**config.mk**
```make
export PLATFORM = sky130hd
export DESIGN_NAME = param_processor
export DESIGN_NICKNAME = d
export VERILOG_FILES = /design/src/rtl/param_processor.sv
export SDC_FILE = /design/constraint.sdc
export NUM_CORES = 1
export LEC_CHECK = 0
export ABC_AREA = 1
export BUFFER_PORTS_ARGS = -buffer_cell sky130_fd_sc_hd__clkbuf_2
export CAP_MARGIN = 20
export CORE_MARGIN = 10
export CORE_UTILIZATION = 62
export CTS_CLUSTER_DIAMETER = 120
export DETAILED_ROUTE_END_ITERATION = 8
export HOLD_SLACK_MARGIN = 0.08
export PLACE_DENSITY = 0.86
export SYNTH_ARGS = -nofsm -noshare
export SYNTH_HDL_FRONTEND = slang
export SYNTH_SLANG_ARGS = --single-unit
export TNS_END_PERCENT = 100
```
**constraint.sdc**
```tcl
create_clock -name Clock -period 4.79 [get_ports Clock]
set_input_delay 0.2395 -clock Clock [delete_from_list [all_inputs] [get_ports Clock]]
set_output_delay 0.2395 -clock Clock [all_outputs]
set_load 0.01 [all_outputs]
```
**src/rtl/param_processor.sv**
```systemverilog
// Multi-cycle register-file processor: mv, mvi and five ALU ops over one shared bus.
// Define PROC_ZFLAG_EN to add the Z flag and the mvnz instruction (opcode 110).
module param_processor #(
    parameter int W = 16
) (
    input  logic         Clock,
    input  logic         Reset,
    input  logic         Run,
    input  logic [W-1:0] DIN,
    output logic [W-1:0] Bus,
    output logic         Done,
    output logic         Busy
);

    typedef enum logic [1:0] {
        T0 = 2'd0,
        T1 = 2'd1,
        T2 = 2'd2,
        T3 = 2'd3
    } state_t;

    localparam logic [2:0] OP_MV   = 3'b000;
    localparam logic [2:0] OP_MVI  = 3'b001;
    localparam logic [2:0] OP_ADD  = 3'b010;
    localparam logic [2:0] OP_SUB  = 3'b011;
    localparam logic [2:0] OP_AND  = 3'b100;
    localparam logic [2:0] OP_OR   = 3'b101;
    localparam logic [2:0] OP_MVNZ = 3'b110;
    localparam logic [2:0] OP_XOR  = 3'b111;

    state_t         state_q, state_d;
    logic [W-1:0]   regs_q [8];
    logic [W-1:0]   a_q;
    logic [W-1:0]   g_q;
    logic [8:0]     ir_q;
`ifdef PROC_ZFLAG_EN
    logic           z_q;
`endif

    logic [2:0]     op;
    logic [2:0]     rx;
    logic [2:0]     ry;
    logic           is_alu;
    logic [W-1:0]   bus_d;
    logic [W-1:0]   alu_res;
    logic           done_d;
    logic           ir_we;
    logic           rx_we;
    logic           a_we;
    logic           g_we;

    assign op = ir_q[8:6];
    assign rx = ir_q[5:3];
    assign ry = ir_q[2:0];

    assign is_alu = (op == OP_ADD) || (op == OP_SUB) || (op == OP_AND) ||
                    (op == OP_OR)  || (op == OP_XOR);

    always_comb begin
        alu_res = '0;
        case (op)
            OP_ADD:  alu_res = a_q + bus_d;
            OP_SUB:  alu_res = a_q - bus_d;
            OP_AND:  alu_res = a_q & bus_d;
            OP_OR:   alu_res = a_q | bus_d;
            OP_XOR:  alu_res = a_q ^ bus_d;
            default: alu_res = '0;
        endcase
    end

    always_comb begin
        state_d = state_q;
        bus_d   = '0;
        done_d  = 1'b0;
        ir_we   = 1'b0;
        rx_we   = 1'b0;
        a_we    = 1'b0;
        g_we    = 1'b0;
        unique case (state_q)
            T0: begin
                if (Run) begin
                    ir_we   = 1'b1;
                    state_d = T1;
                end
            end
            T1: begin
                if (is_alu) begin
                    bus_d   = regs_q[rx];
                    a_we    = 1'b1;
                    state_d = T2;
                end else begin
                    done_d  = 1'b1;
                    state_d = T0;
                    case (op)
                        OP_MV: begin
                            bus_d = regs_q[ry];
                            rx_we = 1'b1;
                        end
                        OP_MVI: begin
                            bus_d = DIN;
                            rx_we = 1'b1;
                        end
`ifdef PROC_ZFLAG_EN
                        OP_MVNZ: begin
                            if (!z_q) begin
                                bus_d = regs_q[ry];
                                rx_we = 1'b1;
                            end
                        end
`endif
                        default: ;
                    endcase
                end
            end
            T2: begin
                bus_d   = regs_q[ry];
                g_we    = 1'b1;
                state_d = T3;
            end
            T3: begin
                bus_d   = g_q;
                rx_we   = 1'b1;
                done_d  = 1'b1;
                state_d = T0;
            end
        endcase
    end

    // A reset cycle aborts the instruction, so its Done is suppressed too.
    assign Bus  = bus_d;
    assign Done = done_d & ~Reset;
    assign Busy = (state_q != T0);

    always_ff @(posedge Clock) begin
        if (Reset) begin
            state_q <= T0;
            for (int i = 0; i < 8; i++) begin
                regs_q[i] <= '0;
            end
            a_q  <= '0;
            g_q  <= '0;
            ir_q <= '0;
`ifdef PROC_ZFLAG_EN
            z_q  <= 1'b0;
`endif
        end else begin
            state_q <= state_d;
            if (ir_we) begin
                ir_q <= DIN[8:0];
            end
            if (rx_we) begin
                regs_q[rx] <= bus_d;
            end
            if (a_we) begin
                a_q <= bus_d;
            end
            if (g_we) begin
                g_q <= alu_res;
`ifdef PROC_ZFLAG_EN
                z_q <= (alu_res == '0);
`endif
            end
        end
    end

endmodule

```
==> results of run 1 <==
-- sequential cells by signal, summed over array words and instances (netlist names), named ones only --
name and count:
g_q 16, regs_q 128, a_q 16, ir_q 9
state_q 1
-- through the flow --
| step | instances | total power, mW |
|---|---|---|
| floorplan | 1589 | 2.63 |
| finish | 1847 | 4.33 |
| CTS | 1846 | 4.27 |
| global placement | 1814 | 2.88 |
| global route | 1846 | 4.50 |
| detailed placement | 1814 | 2.91 |
-- cells in the final DEF (no fill, tap or decap), types with 36 or more instances in the layout --
cell	instances
sky130_fd_sc_hd__clkbuf_2	36
sky130_fd_sc_hd__dfxtp_1	47
sky130_fd_sc_hd__buf_4	36
sky130_fd_sc_hd__inv_1	165
sky130_fd_sc_hd__nand3_1	145
sky130_fd_sc_hd__nand2_1	445
sky130_fd_sc_hd__a21oi_1	115
sky130_fd_sc_hd__o21ai_0	51
sky130_fd_sc_hd__nor2_1	202
sky130_fd_sc_hd__ha_1	49
sky130_fd_sc_hd__edfxtp_1	128
-- synth_stat cells, types with 11 or more instances --
master                      count  area, sq um
sky130_fd_sc_hd__a21oi_1      115          576
sky130_fd_sc_hd__buf_1         11         41.3
sky130_fd_sc_hd__buf_2         30          150
sky130_fd_sc_hd__buf_6         11          124
sky130_fd_sc_hd__clkbuf_1      22         82.6
sky130_fd_sc_hd__clkinv_1      12         45.0
sky130_fd_sc_hd__dfxtp_1       49          981
sky130_fd_sc_hd__edfxtp_1     128         3840
sky130_fd_sc_hd__ha_1          49          613
sky130_fd_sc_hd__inv_1        165          619
sky130_fd_sc_hd__inv_2         17         63.8
sky130_fd_sc_hd__nand2_1      445         1670
sky130_fd_sc_hd__nand3_1      145          726
sky130_fd_sc_hd__nor2_1       204          766
sky130_fd_sc_hd__o2111ai_1     12          105
sky130_fd_sc_hd__o21ai_0       51          255
sky130_fd_sc_hd__o21ai_1       32          160
sky130_fd_sc_hd__xor2_1        14          123
-- where the power goes --
| part | total, mW | switching [mW] | internal (mW) |
|---|---|---|---|
| sequential | 1.75 | 0.0485 | 1.70 |
| combinational | 1.18 | 0.815 | 0.368 |
| clock | 1.40 | 0.644 | 0.752 |
-- cell type report --
cell class,instances,area [sq um],area share [%]
clock inverters,11,87.6,0.699
inverters,199,762,6.08
diodes,1,2.50,0.0200
clock buffers,21,493,3.93
repair buffers,77,515,4.11
well taps,229,287,2.29
multi-input cells,1132,5560,44.3
flip-flops and latches,177,4830,38.5
-- path summary, 6_finish.rpt --
kind	slack, ps	endpoint	from	cells after the start
max	420	g_q[15]	register	24
min reg2reg	470	g_q[8]	g_q[8]	2
min	80	register	DIN[0]	3
max reg2reg	420	g_q[15]	register	24
-- kinds of logic (layout without fill, tap and decap cells) --
kind of cell | Yosys count | after routing | synth area share (%)
AOI/OAI and AO/OA | 240 | 240 | 11.8
adders and majority gates | 50 | 50 | 5.47
buffers and inverters | 280 | 308 | 10.5
DFF | 177 | 177 | 41.7
and+or+nand+nor | 828 | 828 | 29.5
xor gates and xnor gates | 14 | 14 | 1.06
other | 0 | 1 | 0
-- routing by layer --
| layer | global-route usage, % | share of wire [%] | vias to the layer above |
|---|---|---|---|
| li1 | - | - | 5171 |
| met2 | 45.1 | 47 | 764 |
| met1 | 34.5 | 37 | 5040 |
| met3 | 4.47 | 11 | 140 |
| met5 | 0 | 0 | - |
| met4 | 14.9 | 4.7 | 0 |
-- critical path, cell delays in order, from the launching register on --
cell                        delay [ps]
sky130_fd_sc_hd__dfxtp_1           400
sky130_fd_sc_hd__buf_4             300
sky130_fd_sc_hd__nor2_1            100
sky130_fd_sc_hd__nand2_1            70
sky130_fd_sc_hd__nand3_1           140
sky130_fd_sc_hd__nand3_1           110
sky130_fd_sc_hd__nand3_1           110
sky130_fd_sc_hd__nor2_4            320
sky130_fd_sc_hd__ha_1              210
sky130_fd_sc_hd__inv_1              60
sky130_fd_sc_hd__nor3_2            280
sky130_fd_sc_hd__nand2_1           200
sky130_fd_sc_hd__o21ai_2           200
sky130_fd_sc_hd__xor2_1            190
sky130_fd_sc_hd__ha_1              290
sky130_fd_sc_hd__nand2_1           110
sky130_fd_sc_hd__nor3_1             60
sky130_fd_sc_hd__nand3_1            70
sky130_fd_sc_hd__o2111ai_1         240
sky130_fd_sc_hd__a211oi_1          360
sky130_fd_sc_hd__nand3b_1          160
sky130_fd_sc_hd__nand3_1            70
sky130_fd_sc_hd__nand2_1            60
sky130_fd_sc_hd__nand2_1            60
sky130_fd_sc_hd__a21oi_2           130
==> reports/qor.json, run 1 <==
{
  "ir_worst_vdd": {"value": 0.287, "unit": "mV"},
  "setup_tns": {"value": 0, "unit": "ps"},
  "io-pin-count": {"value": 37},
  "timing.final.setup_violations": {"value": 0},
  "synth-edff-count": {"value": 128},
  "globalplace.congestion": {"value": 0.928},
  "final-hold-violation-count": {"value": 0},
  "worstSetupPathType": {"value": "register to register"},
  "yosys_warnings": {"value": 0},
  "p_leak": {"value": 5.47, "unit": "nW"},
  "fill_cells": {"value": 1430},
  "htree_levels": {"value": 4},
  "mappedNetlistNets": {"value": 1658},
  "async_reset_ff_share": {"value": 0, "unit": "%"},
  "critical_path_peak_fanout": {"value": 19},
  "skew": {"value": 16.6, "unit": "ps"},
  "max_cap_viol_count": {"value": 0},
  "timing.slew.headroom": {"value": 38.4, "unit": "%"},
  "detail-route-antenna-nets": {"value": 0},
  "number_of_max_slew_violations_in_the_final_report": {"value": 0},
  "synth.ff_latch_count": {"value": 177},
  "tritoncts.num_buffers": {"value": 17},
  "wl_per_cell": {"value": 18.5, "unit": "um"},
  "timing_worst_slew_pin_value": {"value": 921, "unit": "ps"},
  "grt_first_pass_wirelength": {"value": 53700, "unit": "um"},
  "worst_slack": {"value": 419, "unit": "ps"},
  "synth_area_per_cell": {"value": 7.29, "unit": "sq um"},
  "start_kind": {"value": "register"},
  "via_count_of_the_first_global_routing_pass": {"value": 10700},
  "hold_slack": {"value": 78.5, "unit": "ps"},
  "grt.overflow.total": {"value": 0},
  "postSynthCellCount": {"value": 1589},
  "drt_iter0_drc": {"value": 1540},
  "post_synth_num_cell_types": {"value": 48},
  "status": {"value": "completed"},
  "rsz0062_at_grt": {"value": "false"},
  "via_count": {"value": 11100},
  "synth-main-ff-cell": {"value": "sky130_fd_sc_hd__edfxtp_1"},
  "clock.fmax": {"value": 229, "unit": "MHz"},
  "cts_num_sinks": {"value": 177},
  "initial_core_util": {"value": 63.8, "unit": "%"},
  "die_w": {"value": 157, "unit": "um"},
  "via_per_inst": {"value": 6.02},
  "period_minus_slack": {"value": 4370, "unit": "ps"},
  "layout-area-overhead-vs-synth": {"value": 8.25, "unit": "%"},
  "pre_cts_slack": {"value": 316, "unit": "ps"},
  "groute.usage.overall": {"value": 27.6, "unit": "%"},
  "cts.hold.buffers_added": {"value": 0},
  "die_height": {"value": 157, "unit": "um"},
  "grt_start_max_net_pins": {"value": 77},
  "design.final.nets": {"value": 1673},
  "clk_pin_slew": {"value": 80, "unit": "ps"},
  "mappedNetlistArea": {"value": 11600, "unit": "sq um"},
  "dpl_cell_area": {"value": 11900, "unit": "sq um"},
  "final_layout_size_suffix_gt1_share": {"value": 10.6, "unit": "%"},
  "antenna_found_initial": {"value": 0},
  "dp_hpwl": {"value": 23300, "unit": "um"},
  "timing.final.crit_share": {"value": 91.3, "unit": "%"},
  "route.detailed.drc": {"value": 0},
  "cp_data_required_time": {"value": 5160, "unit": "ps"},
  "worstHoldPathType": {"value": "input port to register"},
  "timing.critical_path.to_type": {"value": "register"},
  "cp_data_arrival_time": {"value": 4740, "unit": "ps"},
  "design.core.area": {"value": 18100, "unit": "sq um"},
  "die_area": {"value": 24500, "unit": "sq um"},
  "cts_buffer_depth": {"value": 2},
  "std_cell_rows": {"value": 49},
  "postLayoutCoreUtil": {"value": 69.1, "unit": "%"},
  "finalWirelength": {"value": 34200, "unit": "um"},
  "power.density_cell_area": {"value": 345, "unit": "nW/um^2"},
  "tritoncts_clock_tree": {"value": "done"},
  "postCtsSetupBuffers": {"value": 0},
  "post_cts.resized_instances": {"value": 0},
  "clkLatencyLatePin": {"value": 450, "unit": "ps"},
  "drtPass1Iterations": {"value": 8},
  "layout.cell_area.non_filler": {"value": 12500, "unit": "sq um"},
  "ctsRootBufferMaster": {"value": "sky130_fd_sc_hd__clkbuf_16"},
  "synth_sequential_area_ratio": {"value": 41.7, "unit": "%"},
  "placement.io_buffers": {"value": 36}
}
Power figures use the tool's default switching activity.
==> inputs of run 2 (changes only) <==
--- a/config.mk
+++ b/config.mk
@@ -14,6 +14,7 @@
 export DETAILED_ROUTE_END_ITERATION = 8
 export HOLD_SLACK_MARGIN = 0.08
 export PLACE_DENSITY = 0.86
+export RECOVER_POWER = 25
 export SYNTH_ARGS = -nofsm -noshare
 export SYNTH_HDL_FRONTEND = slang
 export SYNTH_SLANG_ARGS = --single-unit
==> run 2 against run 1 <==
Core utilization decreased by 0.19 points. Design area decreased by 0.27%. Global-route usage unchanged. Setup slack got worse by 49 ps. Sequential cell count unchanged. Count of clock-buffer cells in the layout unchanged. First-iteration DRC count decreased by 2.9%. Critical path depth decreased by 4. Via count increased by 1.1%. Critical path type unchanged.
==> reports/qor.json, run 2 (synthesis gave the netlist of run 1 again) <==
{
  "status": {"value": "completed"},
  "grt_first_pass_wirelength": {"value": 53700, "unit": "um", "change": "unchanged"},
  "timing.final.crit_share": {"value": 92.3, "unit": "%", "change": "+1.0 points"},
  "cts_num_sinks": {"value": 177, "change": "unchanged"},
  "drt_iter0_drc": {"value": 1495, "change": "-2.9%"},
  "timing.final.setup_violations": {"value": 0, "change": "unchanged"},
  "number_of_max_slew_violations_in_the_final_report": {"value": 0, "change": "unchanged"},
  "postLayoutCoreUtil": {"value": 68.9, "unit": "%", "change": "-0.19 points"},
  "worstSetupPathType": {"value": "register to register"},
  "timing_worst_slew_pin_value": {"value": 1160, "unit": "ps", "change": "+239 ps"},
  "std_cell_rows": {"value": 49, "change": "unchanged"},
  "die_area": {"value": 24500, "unit": "sq um", "change": "unchanged"},
  "drtPass1Iterations": {"value": 7, "change": "-1"},
  "globalplace.congestion": {"value": 0.928, "change": "unchanged"},
  "p_leak": {"value": 5.44, "unit": "nW", "change": "-0.52%"},
  "critical_path_peak_fanout": {"value": 17, "change": "-2"},
  "groute.usage.overall": {"value": 27.6, "unit": "%", "change": "unchanged"},
  "skew": {"value": 13.7, "unit": "ps", "change": "-2.87 ps"},
  "cp_data_required_time": {"value": 5160, "unit": "ps", "change": "about the same"},
  "ir_worst_vdd": {"value": 0.284, "unit": "mV", "change": "-1.1%"},
  "crit_slowest_cell": {"value": "sky130_fd_sc_hd__clkbuf_1"},
  "start_kind": {"value": "register"},
  "design.core.area": {"value": 18100, "unit": "sq um", "change": "unchanged"},
  "postCtsSetupBuffers": {"value": 0, "change": "unchanged"},
  "crit_path_cell_trace": {"value": "inv_1 -> nor2_4 -> inv_4 -> a21oi_4 -> clkbuf_1 -> inv_1 -> a21oi_2 -> nor2_1 -> nand2_2 -> xor2_1 -> inv_1 -> ha_1 -> inv_1 -> nor3_1 -> a211oi_1 -> nand3b_1 -> nand3_1 -> nand2_1 -> nand2_1 -> a21oi_2"},
  "cts_buffer_depth": {"value": 2, "change": "unchanged"},
  "grt_start_max_net_pins": {"value": 77, "change": "unchanged"},
  "max_flop_register": {"value": "regs_q"},
  "clk_pin_slew": {"value": 80, "unit": "ps", "change": "about the same"},
  "crit_path_frequent_cell": {"value": "sky130_fd_sc_hd__inv_1"},
  "worst-path-buf-inv": {"value": 6, "change": "+4"},
  "detail-route-antenna-nets": {"value": 0, "change": "unchanged"},
  "tritoncts.num_buffers": {"value": 17, "change": "unchanged"},
  "timing.critical_path.to_type": {"value": "register"},
  "via_per_inst": {"value": 6.08, "change": "+1.1%"},
  "setup_tns": {"value": 0, "unit": "ps", "change": "unchanged"},
  "final_layout_size_suffix_gt1_share": {"value": 9.77, "unit": "%", "change": "-0.87 points"},
  "dp_hpwl": {"value": 23300, "unit": "um", "change": "unchanged"},
  "timing.slew.headroom": {"value": 22.6, "unit": "%", "change": "-16 points"},
  "final_cell_mix": {"value": "445 x sky130_fd_sc_hd__nand2_1, 203 x sky130_fd_sc_hd__nor2_1, 169 x sky130_fd_sc_hd__inv_1"},
  "clkLatencyLatePin": {"value": 440, "unit": "ps", "change": "about the same"},
  "final-hold-violation-count": {"value": 0, "change": "unchanged"},
  "max_stage_delay": {"value": 680, "unit": "ps", "change": "+280 ps"},
  "instances_no_fill": {"value": 1847, "change": "unchanged"},
  "layout-area-overhead-vs-synth": {"value": 7.95, "unit": "%"},
  "placement.io_buffers": {"value": 36, "change": "unchanged"},
  "number_of_flip_flops_in_the_largest_register": {"value": 128, "change": "unchanged"},
  "max_cap_viol_count": {"value": 0, "change": "unchanged"},
  "wl_per_cell": {"value": 18.5, "unit": "um", "change": "-0.16%"},
  "critical_path.top_delay_family": {"value": "buffers and inverters"},
  "via_count_of_the_first_global_routing_pass": {"value": 10700, "change": "unchanged"},
  "grt.overflow.total": {"value": 0, "change": "unchanged"},
  "placed_cells_incl_taps": {"value": 1814, "change": "unchanged"},
  "design.final.nets": {"value": 1673, "change": "unchanged"},
  "io-pin-count": {"value": 37, "change": "unchanged"},
  "cts.hold.buffers_added": {"value": 0, "change": "unchanged"},
  "layout_commonest_cell": {"value": "sky130_fd_sc_hd__nand2_1"},
  "die_w": {"value": 157, "unit": "um", "change": "unchanged"},
  "finalWirelength": {"value": 34100, "unit": "um", "change": "-0.16%"},
  "die_height": {"value": 157, "unit": "um", "change": "unchanged"},
  "rsz0062_at_grt": {"value": "false"},
  "antenna_found_initial": {"value": 0, "change": "unchanged"},
  "tritoncts_clock_tree": {"value": "done"},
  "period_minus_slack": {"value": 4420, "unit": "ps", "change": "+48.6 ps"},
  "cp_data_arrival_time": {"value": 4790, "unit": "ps", "change": "+50 ps"},
  "initial_core_util": {"value": 63.8, "unit": "%", "change": "unchanged"},
  "htree_levels": {"value": 4, "change": "unchanged"},
  "route.detailed.drc": {"value": 0, "change": "unchanged"},
  "via_count": {"value": 11200, "change": "+1.1%"},
  "clock.fmax": {"value": 226, "unit": "MHz", "change": "-1.1%"},
  "power.density_cell_area": {"value": 346, "unit": "nW/um^2", "change": "+0.15%"},
  "biggest_registers_after_layout": {"value": "regs_q: 128 flops, a_q: 16 flops, g_q: 16 flops"},
  "worstHoldPathType": {"value": "input port to register"},
  "ctsRootBufferMaster": {"value": "sky130_fd_sc_hd__clkbuf_16"}
}
-- run 2: worst paths after layout --
| kind | startpoint | end | slack [ps] | cells past startpoint |
|---|---|---|---|---|
| worst max-delay path | ir_q[7] | g_q[15] | 370 | 20 |
| worst min register to register | g_q[8] | g_q[8] | 470 | 2 |
| worst max register to register | ir_q[7] | g_q[15] | 370 | 20 |
| worst min-delay path | DIN[0] | register | 80 | 3 |
-- run 2: worst register-to-register path: cells and delay by family (launching register included) --
kind | cells | cell delay (ps)
buffers and inverters | 6 | 1680
AOI/OAI and AO/OA | 4 | 1040
and+or+nand+nor | 8 | 750
DFF | 1 | 390
adders and majority gates | 1 | 300
xor gates and xnor gates | 1 | 180
-- run 2: final cells by class --
class / instances / area [sq um]
diodes: 1 / 2.50
clock inverters: 11 / 87.6
inverters: 199 / 762
repair buffers: 77 / 484
clock buffers: 21 / 493
well taps: 229 / 287
fillers: 1437 / 5650
multi-input cells: 1132 / 5550
flip-flops and latches: 177 / 4830
-- run 2: report_power, final --
part / internal, mW / total [mW] / leakage [nW] / switching [mW]
logic: 0.366 / 1.18 / 3.43 / 0.814
registers: 1.70 / 1.75 / 1.73 / 0.0480
clock network: 0.752 / 1.39 / 0.288 / 0.641
total: 2.82 / 4.32 / 5.44 / 1.50
-- run 2: timing repair --
action,4_1_cts,5_1_grt
endpoints found under the hold margin,0,0
setup endpoints to repair,0,6
resized for setup,0,11
-- run 2: per-layer routing --
layer,routed length (um),vias to the layer above,global-route usage [%]
li1,-,5174,-
met1,12700,5131,34.5
met2,15900,778,45.1
met3,3800,153,4.47
met4,1740,0,14.9
met5,0,-,0
-- run 2: metrics by stage --
step	setup WS [ps]	hold WS (ps)	instance area [sq um]	total power, mW
finish	370	80.8	12500	4.32
global route	24.4	111	12500	4.49
CTS	298	80.6	12500	4.27
detailed placement	316	459	11900	2.91
global placement	371	454	11900	2.88
floorplan	872	401	11600	2.63
